--- src/rtl/fwd_hazard_unit.sv ---
// Purpose : operand forwarding selects and load-use stall for the integer pipeline.
// Latency : stall_o is combinational from ID; forwarding selects are registered and
//           reach EX together with the instruction, one cycle after ID.
// Backpr. : stall_o holds ID/IF and puts a bubble into EX. hold_i freezes every register.
//
// Ports:
//   clk, reset        single clock; synchronous active-high reset
//   hold_i            pipeline freeze: scoreboard and EX outputs keep their values
//   flush_i           kill the instruction in ID; it enters EX as a bubble
//   id_valid_i        ID holds a real instruction
//   id_rs_i           NUM_SRC source addresses; operand k at [k*REG_AW +: REG_AW]
//   id_rd_i           destination address
//   id_regwrite_i     instruction writes rd
//   id_memread_i      instruction is a load
//   stall_o           load-use stall for the instruction in ID
//   ex_valid_o        EX holds an issued instruction
//   ex_fwd_sel_o      per-operand select: 0 = register file, s = stage-s result
module fwd_hazard_unit #(
    parameter  int REG_AW   = 5,
    parameter  int NUM_SRC  = 2,
    parameter  int DEPTH    = 2,
    parameter  int LOAD_LAT = 1,
    localparam int SELW     = $clog2(DEPTH + 1)
) (
    input  logic                      clk,
    input  logic                      reset,
    input  logic                      hold_i,
    input  logic                      flush_i,
    input  logic                      id_valid_i,
    input  logic [NUM_SRC*REG_AW-1:0] id_rs_i,
    input  logic [REG_AW-1:0]         id_rd_i,
    input  logic                      id_regwrite_i,
    input  logic                      id_memread_i,
    output logic                      stall_o,
    output logic                      ex_valid_o,
    output logic [NUM_SRC*SELW-1:0]   ex_fwd_sel_o
);

    // Scoreboard entries 0..DEPTH-1 (0 = EX). The oldest stage is covered by the
    // writeback-before-read register file and can never be matched, so it is not stored.
    logic [DEPTH-1:0]  sb_vld;
    logic [DEPTH-1:0]  sb_wr;
    logic [DEPTH-1:0]  sb_ld;
    logic [REG_AW-1:0] sb_rd [DEPTH];

    logic [NUM_SRC*SELW-1:0] sel_nxt;
    logic [NUM_SRC-1:0]      haz;
    logic                    issue;

    // Walk from the oldest stage to the youngest so that the youngest producer
    // overwrites any older match. A write to x0 is never recorded as a producer
    // (sb_wr is cleared), so an rs of 0 can never match.
    always_comb begin
        sel_nxt = '0;
        haz     = '0;
        for (int k = 0; k < NUM_SRC; k++) begin
            for (int s = DEPTH - 1; s >= 0; s--) begin
                if (sb_vld[s] && sb_wr[s] &&
                    (sb_rd[s] == id_rs_i[k*REG_AW +: REG_AW])) begin
                    sel_nxt[k*SELW +: SELW] = SELW'(s + 1);
                    // Load data is not available yet while the load sits in
                    // stages 0..LOAD_LAT-1.
                    haz[k] = sb_ld[s] && (s < LOAD_LAT);
                end
            end
        end
    end

    // Flush outranks the stall: a killed instruction has no hazard.
    assign stall_o = id_valid_i && !flush_i && (|haz);
    assign issue   = id_valid_i && !flush_i && !(|haz);

    always_ff @(posedge clk) begin
        if (reset) begin
            sb_vld       <= '0;
            sb_wr        <= '0;
            sb_ld        <= '0;
            for (int s = 0; s < DEPTH; s++) begin
                sb_rd[s] <= '0;
            end
            ex_valid_o   <= 1'b0;
            ex_fwd_sel_o <= '0;
        end else if (!hold_i) begin
            // Stages ahead of EX always advance, even while ID is stalled.
            for (int s = DEPTH - 1; s > 0; s--) begin
                sb_vld[s] <= sb_vld[s-1];
                sb_wr[s]  <= sb_wr[s-1];
                sb_ld[s]  <= sb_ld[s-1];
                sb_rd[s]  <= sb_rd[s-1];
            end
            // A non-issue cycle inserts a bubble: only the valid bit matters.
            sb_vld[0]    <= issue;
            sb_wr[0]     <= id_regwrite_i && (id_rd_i != '0);
            sb_ld[0]     <= id_memread_i;
            sb_rd[0]     <= id_rd_i;
            ex_valid_o   <= issue;
            ex_fwd_sel_o <= issue ? sel_nxt : '0;
        end
    end

endmodule

--- config.mk ---
export PLATFORM = sky130hd
export DESIGN_NAME = fwd_hazard_unit
export DESIGN_NICKNAME = d
export VERILOG_FILES = /design/src/rtl/fwd_hazard_unit.sv
export SDC_FILE = /design/constraint.sdc
export NUM_CORES = 1
export LEC_CHECK = 0
export CAP_MARGIN = 20
export CORE_MARGIN = 1
export CORE_UTILIZATION = 46
export DETAILED_ROUTE_END_ITERATION = 8
export GPL_ROUTABILITY_DRIVEN = 0
export GPL_TIMING_DRIVEN = 0
export PLACE_DENSITY = 0.77
export SKIP_CTS_REPAIR_TIMING = 1
export SYNTH_ARGS = -nofsm -noshare
export SYNTH_HDL_FRONTEND = slang
export SYNTH_SLANG_ARGS = --single-unit
--- constraint.sdc ---
create_clock -name clk -period 1.95 [get_ports clk]
set_clock_uncertainty 0.2 [all_clocks]
set_input_delay 0.195 -clock clk [delete_from_list [all_inputs] [get_ports clk]]
set_output_delay 0.195 -clock clk [all_outputs]
set_load 0.02 [all_outputs]
==> run summary <==
Root Buffer: clkbuf_4
setup_tns: -0.0870 ns
Slowest Stage Delay on Critical Path: 0.45 ns
first-pass GRT wire length: 2.91 mm
drt first pass iters: 4
Rows: 16
TritonCTS Buffers: 3
core area: 1980 um^2
R2R cell count: 4
Max Slew Vio Count: 0
Worst EP required: 1.55 ns
Tcrit/Tclk final: 104%
DRC viols: 0
WL final: 1.95 mm
clock buffer depth: 2
peak supply drop: 432 uV
sequential cell area fraction in the yosys report: 48.7%
arrival time worst endpoint: 1.64 ns
Rel. slew slack: 69.0%
Nets: 150
Synth Register Bits: 19
fmax: 0.491 GHz
Final Power: 0.791 mW
pre-CTS setup slack: -0.527 ns
switching portion of total power: 23.7%
area of the multi-input gates: 484 um^2
width of the die: 48.3 um
FF-to-FF End: sb_vld[0]
NetSw: 0.188 mW
Int Power: 0.603 mW
Placed Cells: 146
Initial Util: 49.7%
H-tree depth: 1
Top delay family on crit path: flip-flops
hpwl dp: 1.55 mm
Fillers: 152
Synth top area share: 30.5%
crit path launch type: register
filler-free cell count of the finished design: 154
CTS tree: yes
PortBufs: 26
Hold Crit Class: input pin to register
Die Height: 48.3 um
post-synthesis cell count: 93
largest net degree at the start of global routing: 11
vias: 793
LEAKAGE: 0.493 nW
PnR worst setup slack: -0.0870 ns
Synth area leaders: edfxtp_1, dfxtp_1, xnor2_1, and2_1, xor2_1
via density per instance: 5.15
FF/Latch Area: 480 um^2
I/O pin cnt: 28
clock-pin transition on the worst setup and hold timing paths: 0.10 ns
initial antenna violation count: 0
Hold Crit Depth: 3
Setup Viol. Count Final: 1
HP Start: hold_i
unique cell type count in the Yosys netlist: 23
worst-path cell chain: xnor2_1, nand4_1, nor2_2, o2111a_1, buf_6
clk sink count: 19
max cap viols: 0
Reg2Reg Launch Point: sb_rd[0][2]
post-synth top area cell: edfxtp_1
GR Overflow Total: 0
slack of the worst reg-to-reg path: 0.39 ns
status: finished with violations
Setup crit end kind: output port
Area Growth Syn to Fin: 36.7%
Routed Antenna Nets: 0
GRT Total Usage: 18.5%
Crit path buffers/inverters: 1
Sequential Power Share: 58.6%
Min-Delay Endpoint: sb_vld[0]
Fin. Hold Viols: 0
CP max-delay cell: edfxtp_1
Clk Latency, worst-skew pair: 0.29 ns
Worst Tran Pin Value: 0.463 ns
worst hold slack: 0.0552 ns
syn avg cell area: 10.6 um^2
syn nets: 115
RSZ-0062 raised after global routing: yes
Starting DRT DRC Count: 10
vias in the first global route: 704
Post-Syn Area: 986 um^2
Inserted Diodes: 0
CP Max Fanout: 3
share of cells above drive strength 1: 8.66%
clock group share of total power: 24.3%
failing checks: negative setup slack
Comb power frac: 17.0%
WS Path Type: register to output port
Die Area: 2330 um^2
YS warnings: 0
routed length per instance: 12.6 um
Period minus WS final: 2.04 ns
P per Cell Area: 587 nW/um^2
power by group through the flow:
stage	clock network (mW)	registers [mW]	logic, mW
finish	0.192	0.464	0.135
global route	0.225	0.467	0.147
CTS	0.199	0.463	0.132
detailed placement	0	0.473	0.131
global placement	0	0.472	0.128
floorplan	0	0.468	0.0681
state kept, by name, summed over array words and instances (netlist names):
signal and cells:
sb_vld 2, sb_rd 10, sb_ld 1, ex_fwd_sel_o 4, sb_wr 2
synthesized netlist by cell type:
master,n
a22o_1,2
buf_6,1
a21oi_1,1
nand4_1,4
or4_1,1
xnor2_1,13
edfxtp_1,10
o31ai_1,2
dfxtp_1,9
o2111a_1,1
nand2_1,5
o211ai_1,2
nor3_1,3
xor2_1,7
inv_1,4
o21ai_0,1
and2_1,10
nor4_1,1
nor4_2,1
mux2i_1,3
nand3_1,2
or4b_4,1
nor2_1,9
stage by stage:
stage                     util [%]  instance area, um^2
after floorplan                  -                  986
after global placement        64.6                 1280
after detailed placement      64.6                 1280
after CTS                     65.9                 1310
after global routing          68.0                 1350
final                         68.0                 1350
worst max-delay path by stage:
| stage | start | to | slack [ns] | cells after the start |
|---|---|---|---|---|
| 6_report | sb_rd[0][3] | stall_o | -0.09 | 5 |
| 5_1_grt | sb_rd[0][0] | stall_o | -0.22 | 5 |
| 4_1_cts | sb_rd[0][1] | stall_o | -0.62 | 5 |
| 3_5_place_dp | id_rs_i[3] | stall_o | -0.53 | 6 |
| 3_3_place_gp | id_rs_i[1] | stall_o | -0.52 | 6 |
| 2_1_floorplan | hold_i | ex_fwd_sel_o[1] | 0.27 | 5 |
logic make-up (layout without fill, tap and decap cells):
| kind of cell | after synthesis | in the layout | share of synthesized area [%] |
|---|---|---|---|
| simple gates | 37 | 37 | 20.8 |
| xor+xnor | 20 | 20 | 17.8 |
| flops | 19 | 19 | 48.7 |
| compound gates | 9 | 9 | 6.98 |
| buf+inv | 5 | 39 | 2.66 |
| mux | 3 | 3 | 3.05 |
worst min-delay path, cell delays in order:
cell     delay, ns
buf_6         0.08
or4b_4        0.14
o31ai_1       0.09
metal layers:
metal | vias to the layer above | track usage (%) | share of wire [%]
met3 | 7 | 4.81 | 3.0
met5 | - | 0 | 0
li1 | 395 | - | -
met2 | 18 | 30.9 | 50
met1 | 373 | 22.5 | 44
met4 | 0 | 7.78 | 2.3
placed cells by master, fill, tap and decap left out, drive strengths merged, types with 5 or more instances in the layout:
master	instances
edfxtp	10
xor2	7
nand2	5
xnor2	13
dfxtp	9
clkdlybuf4s50	25
and2	10
nor2	9
area by class of cell:
| cell class | count | area share (%) |
|---|---|---|
| Inverter | 4 | 1.11 |
| Buffer | 1 | 0.836 |
| Sequential cell | 19 | 35.7 |
| Clock buffer | 4 | 1.95 |
| Timing Repair Buffer | 30 | 22.0 |
| Multi-Input combinational cell | 69 | 35.9 |
| Tap cell | 27 | 2.51 |
Power figures use the tool's default switching activity.
